===== src/rtl/uart_tx_ctrl_pkg.sv =====
// Shared definitions for the UART transmit frame controller:
// FSM state encoding and parity-type constants.
package uart_tx_ctrl_pkg;

    // Frame controller states, 3-bit encoded
    typedef enum logic [2:0] {
        ST_IDLE   = 3'd0,
        ST_START  = 3'd1,
        ST_DATA   = 3'd2,
        ST_PARITY = 3'd3,
        ST_STOP   = 3'd4
    } tx_state_e;

    // Parity type selector values on PAR_TYP
    localparam logic PAR_EVEN = 1'b0;
    localparam logic PAR_ODD  = 1'b1;

    // Only byte-wide frames are supported by the serializer
    localparam int DEF_DATA_WIDTH = 8;

endpackage


===== src/rtl/uart_tx_ctrl_if.sv =====
// Byte-source / serializer bundle of the UART transmit frame controller.
// master: the side providing bytes and the serializer bit stream.
// slave:  the frame controller itself.
interface uart_tx_ctrl_if #(
    parameter int DATA_WIDTH = 8
);
    logic [DATA_WIDTH-1:0] P_DATA;
    logic                  DATA_VALID;
    logic                  PAR_EN;
    logic                  PAR_TYP;
    logic                  ser_data;
    logic                  ser_done;
    logic                  ser_en;
    logic [DATA_WIDTH-1:0] SER_P_DATA;
    logic                  TX_OUT;
    logic                  BUSY;

    modport master (
        output P_DATA, DATA_VALID, PAR_EN, PAR_TYP, ser_data, ser_done,
        input  ser_en, SER_P_DATA, TX_OUT, BUSY
    );

    modport slave (
        input  P_DATA, DATA_VALID, PAR_EN, PAR_TYP, ser_data, ser_done,
        output ser_en, SER_P_DATA, TX_OUT, BUSY
    );
endinterface


===== src/rtl/uart_parity_calc.sv =====
// Combinational parity generator: XOR of all data bits, inverted for odd parity.
module uart_parity_calc #(
    parameter int DATA_WIDTH = 8
) (
    input  logic [DATA_WIDTH-1:0] i_data,
    input  logic                  i_par_typ,
    output logic                  o_parity
);
    assign o_parity = (^i_data) ^ i_par_typ;
endmodule


===== src/rtl/uart_tx_ctrl.sv =====
// UART transmit frame controller: latches a byte, sequences start/data/
// parity/stop bits through the serializer and drives the registered TX line.
module uart_tx_ctrl
    import uart_tx_ctrl_pkg::*;
#(
    parameter int DATA_WIDTH = DEF_DATA_WIDTH,
    parameter int STOP_BITS  = 1
) (
    input  logic          CLK,
    input  logic          RST,
    uart_tx_ctrl_if.slave tx_bus
);
    // Stop counter value of the final stop cycle (STOP_BITS is 1 or 2)
    localparam logic STOP_LAST = 1'(STOP_BITS - 1);

    tx_state_e             r_state;
    logic                  r_tx;
    logic                  r_busy;
    logic [DATA_WIDTH-1:0] r_ser_p_data;
    logic                  r_parity;
    logic                  r_par_en;
    logic                  r_stop_cnt;

    logic                  w_parity;
    logic                  w_last_stop;
    logic                  w_ser_en;

    uart_parity_calc #(
        .DATA_WIDTH (DATA_WIDTH)
    ) u_parity (
        .i_data    (tx_bus.P_DATA),
        .i_par_typ (tx_bus.PAR_TYP),
        .o_parity  (w_parity)
    );

    assign w_last_stop = (r_stop_cnt == STOP_LAST);

    // Serializer runs while the start bit is in the state register and
    // through the data bits; dropping it clears the serializer.
    assign w_ser_en = (r_state == ST_START) || (r_state == ST_DATA);

    assign tx_bus.ser_en     = w_ser_en;
    assign tx_bus.SER_P_DATA = r_ser_p_data;
    assign tx_bus.TX_OUT     = r_tx;
    assign tx_bus.BUSY       = r_busy;

    // Frame FSM with registered line mux, busy flag, byte/parity latches and stop counter
    always_ff @(posedge CLK) begin
        if (RST) begin
            r_state      <= ST_IDLE;
            r_tx         <= 1'b1;
            r_busy       <= 1'b0;
            r_ser_p_data <= '0;
            r_parity     <= 1'b0;
            r_par_en     <= 1'b0;
            r_stop_cnt   <= 1'b0;
        end else begin
            // Line bit follows the state one cycle later
            case (r_state)
                ST_IDLE:   r_tx <= 1'b1;
                ST_START:  r_tx <= 1'b0;
                ST_DATA:   r_tx <= tx_bus.ser_data;
                ST_PARITY: r_tx <= r_parity;
                ST_STOP:   r_tx <= 1'b1;
                default:   r_tx <= 1'b1;
            endcase

            // Busy lines up with the line bits, so it stays high across
            // back-to-back frames because the state never visits IDLE.
            r_busy <= (r_state != ST_IDLE);

            case (r_state)
                ST_IDLE: begin
                    if (tx_bus.DATA_VALID) begin
                        r_ser_p_data <= tx_bus.P_DATA;
                        r_par_en     <= tx_bus.PAR_EN;
                        r_parity     <= w_parity;
                        r_state      <= ST_START;
                    end
                end
                ST_START: begin
                    r_state <= ST_DATA;
                end
                ST_DATA: begin
                    if (tx_bus.ser_done) begin
                        r_state <= r_par_en ? ST_PARITY : ST_STOP;
                    end
                end
                ST_PARITY: begin
                    r_state <= ST_STOP;
                end
                ST_STOP: begin
                    if (w_last_stop) begin
                        r_stop_cnt <= 1'b0;
                        if (tx_bus.DATA_VALID) begin
                            r_ser_p_data <= tx_bus.P_DATA;
                            r_par_en     <= tx_bus.PAR_EN;
                            r_parity     <= w_parity;
                            r_state      <= ST_START;
                        end else begin
                            r_state <= ST_IDLE;
                        end
                    end else begin
                        r_stop_cnt <= r_stop_cnt + 1'b1;
                    end
                end
                default: begin
                    r_state <= ST_IDLE;
                end
            endcase
        end
    end

endmodule


===== src/flat_wrapper.sv =====
// flat-port wrapper written by rule: the top's interface ports become plain ports
module uart_tx_ctrl_flat import uart_tx_ctrl_pkg::*;
#(
    parameter int DATA_WIDTH = DEF_DATA_WIDTH,
    parameter int STOP_BITS  = 1
)
  (CLK, RST, tx_bus_P_DATA, tx_bus_DATA_VALID, tx_bus_PAR_EN, tx_bus_PAR_TYP, tx_bus_ser_data, tx_bus_ser_done, tx_bus_ser_en, tx_bus_SER_P_DATA, tx_bus_TX_OUT, tx_bus_BUSY);
  uart_tx_ctrl_if #(.DATA_WIDTH(DATA_WIDTH)) tx_bus_i ();
  input  logic CLK;
  input  logic RST;
  input wire logic [$bits(tx_bus_i.P_DATA)-1:0] tx_bus_P_DATA;
  input wire logic [$bits(tx_bus_i.DATA_VALID)-1:0] tx_bus_DATA_VALID;
  input wire logic [$bits(tx_bus_i.PAR_EN)-1:0] tx_bus_PAR_EN;
  input wire logic [$bits(tx_bus_i.PAR_TYP)-1:0] tx_bus_PAR_TYP;
  input wire logic [$bits(tx_bus_i.ser_data)-1:0] tx_bus_ser_data;
  input wire logic [$bits(tx_bus_i.ser_done)-1:0] tx_bus_ser_done;
  output wire logic [$bits(tx_bus_i.ser_en)-1:0] tx_bus_ser_en;
  output wire logic [$bits(tx_bus_i.SER_P_DATA)-1:0] tx_bus_SER_P_DATA;
  output wire logic [$bits(tx_bus_i.TX_OUT)-1:0] tx_bus_TX_OUT;
  output wire logic [$bits(tx_bus_i.BUSY)-1:0] tx_bus_BUSY;
  assign tx_bus_i.P_DATA = tx_bus_P_DATA;
  assign tx_bus_i.DATA_VALID = tx_bus_DATA_VALID;
  assign tx_bus_i.PAR_EN = tx_bus_PAR_EN;
  assign tx_bus_i.PAR_TYP = tx_bus_PAR_TYP;
  assign tx_bus_i.ser_data = tx_bus_ser_data;
  assign tx_bus_i.ser_done = tx_bus_ser_done;
  assign tx_bus_ser_en = tx_bus_i.ser_en;
  assign tx_bus_SER_P_DATA = tx_bus_i.SER_P_DATA;
  assign tx_bus_TX_OUT = tx_bus_i.TX_OUT;
  assign tx_bus_BUSY = tx_bus_i.BUSY;
  uart_tx_ctrl #(.DATA_WIDTH(DATA_WIDTH), .STOP_BITS(STOP_BITS)) u_core (.CLK(CLK), .RST(RST), .tx_bus(tx_bus_i));
endmodule

===== config.mk =====
export PLATFORM = sky130hd
export DESIGN_NAME = uart_tx_ctrl_flat
export DESIGN_NICKNAME = d
export VERILOG_FILES = /design/src/rtl/uart_tx_ctrl_pkg.sv /design/src/rtl/uart_tx_ctrl_if.sv /design/src/rtl/uart_parity_calc.sv /design/src/rtl/uart_tx_ctrl.sv /design/src/flat_wrapper.sv
export SDC_FILE = /design/constraint.sdc
export NUM_CORES = 1
export LEC_CHECK = 0
export CAP_MARGIN = 20
export CORE_MARGIN = 2
export CORE_UTILIZATION = 30
export DETAILED_ROUTE_END_ITERATION = 6
export SETUP_SLACK_MARGIN = 0.15
export SYNTH_ARGS = -nofsm -noshare
export SYNTH_HDL_FRONTEND = slang
export SYNTH_SLANG_ARGS = --single-unit

===== constraint.sdc =====
create_clock -name CLK -period 1.2 [get_ports CLK]
set_clock_uncertainty 0.05 [all_clocks]
set_input_delay 0.24 -clock CLK [delete_from_list [all_inputs] [get_ports CLK]]
set_output_delay 0.24 -clock CLK [all_outputs]
set_load 0.03 [all_outputs]

Yosys cells after proc, flatten, opt, wreduce, memory -nomap -nowiden
Index checks and enable logic that the tools add are counted.
- register bits after elaboration: 16
- bits in latches: 0
- memory bits (writable): 0
- bits in read-only memories: 0
- bits of input ports: 15
- output and inout port bits: 11
- logic and storage cells: 40
- memories: 0
- add/sub/neg operators: 1
- multiply operators: 0
- div/mod/pow operators: 0
- order comparisons: 0
- equal/unequal tests: 7
- shifts and indexed selects: 0
- mux-type cells: 17
- bitwise operators: 1
- reduce and logical (&&, ||, !) cells: 7
- operator list (kind ; number):
    $mux 8 ; 2
    $pmux 8 s2 ; 1
    $pmux 3 s5 ; 1
    $mux 3 ; 4
    $reduce_xor 8->1 ; 1
    $eq 3x2->1 const B ; 2
    $mux 1 ; 6
    $ne 2x2->1 const B ; 3
    $pmux 1 s2 ; 2
    $eq 3x1->1 const B ; 1
    $eq 3x3->1 const B ; 1
    $logic_not 3->1 ; 1
    $pmux 1 s3 ; 1
    $reduce_and 3->1 ; 1
    $reduce_bool 3->1 ; 1
    $reduce_and 2->1 ; 1
    $reduce_bool 2->1 ; 1
    $add 1x1->1 const B ; 1
    $logic_or 1x1->1 ; 1
    $xor 1x1->1 ; 1

Depth between registers and ports, before layout
Gate-level depths: netlist of run 1.
- depth in word-level cells: 5
- mapped depth: 5
- depth with buffers taken out: 4

Cells and area by module
Synthesis of run 1 repeated with hierarchy kept, for this count alone.
- cell total of the unflattened synthesis: 75
- area total of the unflattened synthesis: 660.6 um^2
- by module, submodules not included (module ; instances ; cells an instance ; area each (um^2) ; sequential area each (um^2)):
    uart_tx_ctrl ; 1 ; 68 ; 578.1 ; 300.3
    uart_parity_calc ; 1 ; 7 ; 82.6 ; 0.0

Least setup slack after synthesis of run 1
Ideal clock, no wire load.
- path kind: register to output
- start: register u_core.r_state[0]
- end: output port tx_bus_ser_en
- arrival time: 1.089 ns
- data required time: 0.910 ns
- slack: -0.179 ns
- stages on the path, launching flop included: 4
- path buffers: 1
- cell sequence: dfxtp_1 buf_6 nand2b_1 a21oi_1
- word-level cells in the longest chain between the ends: 2
- elaborated cells on any way between the ends: 3
- those cells by class: 2 x eq/ne; 1 x reduce/logical
- ends and longest elaborated chain (what ; RTL line ; source):
    start: declaration ; uart_tx_ctrl.sv:16 ; tx_state_e r_state;
    start signal: assignment ; uart_tx_ctrl.sv:86 ; r_state <= r_par_en ? ST_PARITY : ST_STOP;
    $eq 3x1->1 / $eq 3x2->1 (equally long branches) ; uart_tx_ctrl.sv:40 ; assign w_ser_en = (r_state == ST_START) || (r_state == ST_DATA);
    $logic_or 1x1->1 * ; uart_tx_ctrl.sv:40 ;
    end: declaration ; flat_wrapper.sv:17 ; output wire logic [$bits(tx_bus_i.ser_en)-1:0] tx_bus_ser_en;
Mark *: on every way between the ends. The rest lies on a longest branch, timed or not.

Worst setup path in the final report of run 1
Ends and elaborated chain as after synthesis.

==> results of run 1 <==
-- cells in the final DEF (no fill, tap or decap), types with 3 or more instances in the layout --
| master | instances |
|---|---|
| a21oi_1 | 7 |
| a21oi_2 | 7 |
| buf_4 | 14 |
| buf_6 | 16 |
| clkbuf_4 | 3 |
| clkdlybuf4s50_1 | 9 |
| dfxtp_1 | 3 |
| dfxtp_2 | 11 |
| dlygate4sd2_1 | 3 |
| nand2_1 | 14 |
| nand2_2 | 7 |
| nor3_1 | 4 |
| xnor2_1 | 3 |
-- metrics by stage --
stage          TNS, ps  setup slack (ps)  cells
3_5_place_dp     -4300              -508    139
3_3_place_gp     -4050              -476    139
4_1_cts          -1260              -158    146
2_1_floorplan     -133             -44.1     78
5_1_grt          -1880              -214    151
6_report         -1450              -167    151
-- power breakdown --
group          switching [mW]  total [mW]  internal [mW]
clock                   0.153       0.282          0.129
combinational           0.191       0.415          0.224
sequential             0.0288       0.566          0.538
total                   0.373        1.26          0.890
-- cells by family after synthesis --
group | synth area share [%]
AOI/OAI and AO/OA | 13.2
xor gates and xnor gates | 10.0
buffers and inverters | 5.10
DFF | 45.4
and+or+nand+nor | 26.3
-- worst max-delay path, delay by kind of cell, from the launching register on --
family | cells | cell delay [ps]
AO/OA/AOI/OAI | 1 | 150
buffers and inverters | 1 | 140
flip-flops | 1 | 350
AND/OR/NAND/NOR | 1 | 160
-- state kept, by name, summed over array words and instances (netlist names) --
register	cells
u_core.r_state	3
u_core.r_parity	1
u_core.tx_bus.BUSY	1
u_core.tx_bus.SER_P_DATA	8
u_core.tx_bus.TX_OUT	1
u_core.r_par_en	1
-- worst max path at each step --
stage | startpoint | end | cells after the start
after floorplan | u_core.r_state[0]$_SDFFE_PP0P_ | u_core.r_parity$_SDFFE_PP0P_ | 5
after detailed placement | tx_bus_P_DATA[3] | u_core.r_parity$_SDFFE_PP0P_ | 5
after CTS | u_core.r_state[0]$_SDFFE_PP0P_ | tx_bus_ser_en | 4
final | u_core.r_state[0]$_SDFFE_PP0P_ | tx_bus_ser_en | 3
after global placement | tx_bus_P_DATA[3] | u_core.r_parity$_SDFFE_PP0P_ | 5
after global routing | u_core.r_state[0]$_SDFFE_PP0P_ | tx_bus_ser_en | 3
-- timing repair --
action                                  CTS  global route
setup buffers                             3             5
pin swaps                                 5             2
gates resized for setup                  35            21
endpoints found under the setup margin   22            24
-- area by class of cell --
cell class	count	area [sq um]
clock buffer	4	26.3
fill	193	927
inverter	2	10.0
timing repair buffer	44	427
tap	28	35.0
sequential	15	318
multi-input combinational	58	405
-- metal layers --
layer | track usage (%) | part of all wire, % | vias up
li1 | - | - | 355
met1 | 16.8 | 43 | 318
met2 | 22.7 | 51 | 18
met3 | 4.09 | 4.9 | 2
met4 | 8.56 | 1.1 | 0
met5 | 0 | 0 | -
==> results.cfg, run 1 <==
[status]
outcome = finished, violations left
violations = setup timing

[floorplanning]
rows = 17
fp.dieW_um = 51.0
core_region_area_sq_mm = 0.00215
num_io_pins = 26
dieArea_sq_mm = 0.00260
die_y_um = 51.0
initial_core_util_pct = 30.8

[timing]
drv_slew = 0
hold_viol = 0
hold_ws_ps = 308
setup_ws_ps = -167
fmax_ghz = 0.732
fin_crit_sh_pct = 114
fin_crit_ps = 1370
tightestPinTransition_ps = 269
max-slew-margin-rel_pct = 82.1
grt_setup_unrepaired = true
setup_viol = 11

[critical_path]
rrSetupSlack_ps = -150
r2r_start = u_core.r_state[0]$_SDFFE_PP0P_
critPathKind = reg -> out
worstPathArrival_ps = 1080
critPathCaptureType = primary output
setup.worst_path.start_class = flip-flop
timing.rr.end = u_core.r_par_en$_SDFFE_PP0P_
critPathMaxFanout = 3
rr_worst_depth = 5
cpPeakStageDelay_ps = 350
cp_slowest_cell = dfxtp_2
path_cells = nand2b_4, a21oi_4, buf_6
cp.required_ps = 910

[cells_and_area]
final_area_sq_mm = 0.00122
antennaDiodeCount = 0
utilization_pct = 56.8
area_delta_synth_final_pct = 84.5
drive_above_1_share_pct = 55.3
fin_nets = 139

[yosys]
synthArstFlopShare_pct = 0
synth_nets = 93
synth_top_area_share_pct = 45.4
yosys.area.top_type = dfxtp_1
syn_inst = 78
synth_most_common_cell = nand2_1
synth_edf_count = 0
ys_warn_count = 0
ys_top_cells_by_count = nand2_1 (22), a21oi_1 (15), dfxtp_1 (15), nor3_1 (4), xnor2_1 (3)
yosysUniqueCellTypes = 19
synth_area_per_cell_sq_um = 8.49
synth_area_sq_um = 662
synth_top_flop_cell = dfxtp_1
ys_seq_area_share_pct = 45.4
synth_seq_cells = 15
synthTopCellsByArea = dfxtp_1 (45%), nand2_1 (12%), a21oi_1 (11%)

[place]
place.gp.congestion = 0.725
placed_area_sq_um = 980
io_buffers = 25
dp_hpwl_um = 1180

[detailed_routing]
initialDrtViolationCount = 7
drcViolationCount = 0
via_per_inst = 4.59
wirelength_um = 1760
wl_per_cell_um = 11.6
drtAntennaViolNets = 0
routed-via-count = 693
first_pass_iters = 4

[clock_network]
clk-insertion-delay-late_ps = 280
clkTransAtPathRegs_ps = 90
cts_tree = done
cts_root_buf = clkbuf_4
cts.htree.levels = 1
cts-hold-fix-buffers = 0
clock_sinks = 15
clk_path_buf_depth = 2
numCtsBuffers = 3

[grt]
grt_pass1_wl_um = 2760
overflow = 0
grt_pass1_vias = 649
grtUsageTotal_pct = 14.3
grt_max_degree = 10
antenna_found_initial = 0

[power_and_ir_drop]
power_density_mw_per_mm2 = 1030
power_mw = 1.26
vdd_ir_drop_max_v = 0.000475
p_leak_nw = 0.516

[min_path]
hold_start = RST
holdPathStages = 2
hp-class = in -> reg
whs_endpoint = u_core.tx_bus.TX_OUT$_SDFF_PP1_

[flow_run]
cap_violations = 0
Note: power is estimated with default switching activity, not from simulation.
==> run 2, diff against run 1 <==
Clock period 1.2 ns to 1.4 ns, I/O delays scaled along.
==> run 2 against run 1 <==
Net effect:
- the run now ends clean
- sequential power is 16% lower
- die area stayed put
- routed wire length is 16% lower
- register-to-register slack better by 180 ps
- non-clock buffer count is 5 lower
- setup slack better by 180 ps
==> results.cfg, run 2 (same netlist as run 1, synthesis figures left out) <==
[cells_and_area]
layout_common_cells = nand2_1 (19), dfxtp_1 (13), a21oi_1 (12)
drive_above_1_share_pct = 35.6
largest_reg_flops = 8
area_delta_synth_final_pct = 62.8
layout_commonest_cell = nand2_1
stdcell_count = 146
fin_nets = 134
utilization_pct = 50.1
antennaDiodeCount = 0

[timing]
drv_slew = 0
fin_tns_setup_ps = 0
fmax_ghz = 0.719
hold_viol = 0
hold_ws_ps = 360
max-slew-margin-rel_pct = 79.9
tightestPinTransition_ps = 300
fin_crit_ps = 1390
grt_setup_unrepaired = true
fin_crit_sh_pct = 99.3
setup_ws_ps = 9.61
setup_viol = 0

[flow_run]
cap_violations = 0

[power_and_ir_drop]
seq_power_share_pct = 47.1
power_density_mw_per_mm2 = 942
p_switching_mw = 0.294
swShare_pct = 28.9
vdd_ir_drop_max_v = 0.000545
p_int_mw = 0.721
power.share.clock_pct = 23.2
combPwrFrac_pct = 29.7
p_leak_nw = 0.455

[critical_path]
cp_slowest_cell = dfxtp_4
path_cells = nand2b_4, a21oi_4, buf_6
critPathKind = reg -> out
critPathMaxFanout = 5
critPathBufInv = 1
crit_family = flip-flops
critPathCaptureType = primary output
cp.required_ps = 1070
cpPeakStageDelay_ps = 370
worstPathArrival_ps = 1060
setup.worst_path.start_class = flip-flop

[floorplanning]
fp.dieW_um = 51.0
initial_core_util_pct = 30.8
dieArea_sq_mm = 0.00260
rows = 17
num_io_pins = 26
die_y_um = 51.0
core_region_area_sq_mm = 0.00215

[detailed_routing]
routed-via-count = 664
wirelength_um = 1480
wl_per_cell_um = 10.2
via_per_inst = 4.55
drcViolationCount = 0
initialDrtViolationCount = 20
drtAntennaViolNets = 0
first_pass_iters = 4

[clock_network]
clock_sinks = 15
clk-insertion-delay-late_ps = 270
cts.htree.levels = 1
clkTransAtPathRegs_ps = 90
numCtsBuffers = 3
cts-hold-fix-buffers = 0
cts_tree = done
cts_root_buf = clkbuf_4
clk_path_buf_depth = 2

[place]
io_buffers = 25
dp_hpwl_um = 1070
place.gp.congestion = 0.700
place_ws_ps = -357
place_inst = 135

[grt]
overflow = 0
grt_pass1_wl_um = 2480
grt_max_degree = 9
antenna_found_initial = 0
grtUsageTotal_pct = 12.5
grt_pass1_vias = 589

[min_path]
hp-class = in -> reg

[status]
outcome = complete, no violations
[run 2: cell types whose count changed in the layout (fill, tap and decap cells not counted), sizes merged]
cell | previous run | this run
clkdlybuf4s15 | 0 | 2
clkdlybuf4s50 | 9 | 7
dlymetal6s2s | 2 | 0
clkbuf | 4 | 5
buf | 30 | 22
dlygate4sd2 | 3 | 7
[run 2: final timing paths]
kind              cells past startpoint                                  endpoint                                startpoint  slack, ps
setup reg to reg                      5              u_core.r_parity$_SDFFE_PP0P_            u_core.r_state[0]$_SDFFE_PP0P_         30
hold / removal                        3  u_core.tx_bus.SER_P_DATA[6]$_SDFFE_PP0P_                          tx_bus_P_DATA[6]        360
setup / recovery                      3                             tx_bus_ser_en            u_core.r_state[0]$_SDFFE_PP0P_         10
hold reg to reg                       2  u_core.tx_bus.SER_P_DATA[3]$_SDFFE_PP0P_  u_core.tx_bus.SER_P_DATA[3]$_SDFFE_PP0P_        400
[run 2: cell type report]
cell class                 count  area [sq um]
fill                         220          1070
clock buffer                   4          26.3
tap                           28          35.0
inverter                       2          10.0
multi-input combinational     58           373
timing repair buffer          39           325
sequential                    15           308
[run 2: power by group through the flow]
stage	Combinational (mW)	Sequential, mW	Clock (mW)
global placement	0.275	0.487	0
detailed placement	0.277	0.487	0
finish	0.301	0.478	0.236
floorplan	0.126	0.520	0
global route	0.327	0.483	0.268
CTS	0.291	0.478	0.244
[run 2: stage by stage]
stage                     power, mW  area, sq um
after floorplan               0.646          673
after global placement        0.761          982
after detailed placement      0.764          982
after CTS                      1.01         1080
after global routing           1.08         1080
final                          1.01         1080
[run 2: per-layer routing]
metal | vias up | global-route usage (%) | wire length (um)
li1 | 341 | - | -
met1 | 301 | 15.4 | 671
met2 | 22 | 21.4 | 714
met3 | 0 | 2.92 | 98
met4 | 0 | 4.05 | 0
met5 | - | 0 | 0
[run 2: timing repair]
item,in CTS,in global routing
pin swaps,7,4
buffers inserted,6,1
resized for setup,44,26
setup endpoints to repair,12,18
hold endpoints to repair,0,0
[run 2: worst register-to-register path: stages (launching register included)]
cell and delay (ps):
dfxtp_4 370, buf_4 130, or3b_4 450, nor2_4 100
nand2_1 70, o211ai_2 140
==> run 3, diff against run 2 <==
Settings changed: PLACE_DENSITY_LB_ADDON set to 0.1.
==> run 3 against run 2 <==
Net effect:
- global-route usage rose by 1.3 points
- via count fell by 1.2%
- count of clock-buffer cells in the layout stayed put
- utilization unchanged
- clock power grew 4%
- setup slack gained 14 ps
- sequential share of layout area unchanged
- total power up 1.2%
- flip-flop and latch count unchanged
- first-iteration DRC count down 80%
- non-clock buffer count shrank 1
- critical path type unchanged
==> results.cfg, run 3 (same netlist as run 1, synthesis figures left out) <==
[min_path]
hold_start = tx_bus_P_DATA[5]
hp-class = in -> reg

[clock_network]
cts_tree = done
clk-insertion-delay-late_ps = 280
clk_path_buf_depth = 2
clkTransAtPathRegs_ps = 90
clock_sinks = 15
cts_root_buf = clkbuf_4
cts.htree.levels = 1
cts-hold-fix-buffers = 0
numCtsBuffers = 3

[floorplanning]
core_region_area_sq_mm = 0.00215
dieArea_sq_mm = 0.00260
initial_core_util_pct = 30.8
rows = 17
num_io_pins = 26
die_y_um = 51.0
fp.dieW_um = 51.0

[power_and_ir_drop]
power_mw = 1.03
p_leak_nw = 0.453
power_density_mw_per_mm2 = 953
vdd_ir_drop_max_v = 0.000409

[cells_and_area]
fin_nets = 133
ff_latch_area_sq_um = 308
layout_common_cells = nand2_1 (16), dfxtp_1 (13), a21oi_1 (12)
fillers = 236
multi_input_area_sq_um = 384
area_delta_synth_final_pct = 62.8
drive_above_1_share_pct = 39.3
layout_commonest_cell = nand2_1
antennaDiodeCount = 0
largest_reg_flops = 8

[critical_path]
r2r_start = u_core.r_state[0]$_SDFFE_PP0P_
cpPeakStageDelay_ps = 360
worstPathArrival_ps = 1050
cp-startpoint = u_core.r_state[0]$_SDFFE_PP0P_
path_cells = nand2b_4, a21oi_4, buf_6
critPathMaxFanout = 4
critPathKind = reg -> out
cp.required_ps = 1070
setup.worst_path.start_class = flip-flop
critPathCaptureType = primary output
cp_slowest_cell = dfxtp_4

[detailed_routing]
via_per_inst = 4.52
routed-via-count = 656
drtAntennaViolNets = 0
wirelength_um = 1620
first_pass_iters = 4
wl_per_cell_um = 11.2
drcViolationCount = 0
initialDrtViolationCount = 4

[timing]
hold_viol = 0
grt_setup_unrepaired = true
fin_crit_ps = 1380
setup_ws_ps = 23.4
hold_ws_ps = 358
fin_crit_sh_pct = 98.3
fmax_ghz = 0.726
drv_slew = 0
max-slew-margin-rel_pct = 78.6
fin_tns_setup_ps = 0
setup_viol = 0
tightestPinTransition_ps = 320

[place]
place_ws_ps = -329
dp_hpwl_um = 1170
place.gp.congestion = 0.678
io_buffers = 25

[grt]
grt_pass1_wl_um = 2660
grt_pass1_vias = 631
grtUsageTotal_pct = 13.8
overflow = 0
grt_max_degree = 10
antenna_found_initial = 0

[flow_run]
cap_violations = 0

[status]
outcome = complete, no violations
[run 3: power by group]
| part | switching (mW) | internal [mW] |
|---|---|---|
| registers | 0.0208 | 0.456 |
| logic | 0.149 | 0.155 |
| clock network | 0.136 | 0.110 |
| total | 0.306 | 0.721 |
[run 3: final cells by class]
class                           instances  area share, %
Tap cell                               28           3.25
Timing Repair Buffer                   38           29.2
Sequential cell                        15           28.6
Clock buffer                            4           2.44
Inverter                                2          0.929
Multi-Input combinational cell         58           35.7
[run 3: through the flow]
stage | std cells | util, % | instance area, sq um
after floorplan | 78 | - | 673
after global placement | 137 | 47.0 | 1010
after detailed placement | 137 | 47.0 | 1010
after CTS | 145 | 51.4 | 1100
after global routing | 145 | 50.1 | 1080
final | 145 | 50.1 | 1080
[run 3: final timing paths]
kind	end	cells after the start	slack (ps)
worst min register to register	u_core.tx_bus.SER_P_DATA[3]$_SDFFE_PP0P_	2	400
worst max register to register	u_core.r_parity$_SDFFE_PP0P_	5	60
worst min-delay path	u_core.tx_bus.SER_P_DATA[5]$_SDFFE_PP0P_	3	360
worst max-delay path	tx_bus_ser_en	3	20
[run 3: critical path, delay by kind of cell (launching register included)]
kind,cells,cell delay (ps)
compound gates,1,120
flops,1,360
simple gates,1,150
buf+inv,1,140
[run 3: metal layers]
metal  wire [um]  up-vias  global-route usage [%]
met5           0        -                       0
met4          17        0                    6.76
met3          90        2                    2.92
met2         835       15                    24.5
met1         678      299                    15.5
li1            -      340                       -
[run 3: timing repair]
item                                    CTS  global route
gates resized for setup                  52            22
endpoints found under the setup margin   21            20
buffers inserted                          4             0
pin swaps                                 5             0
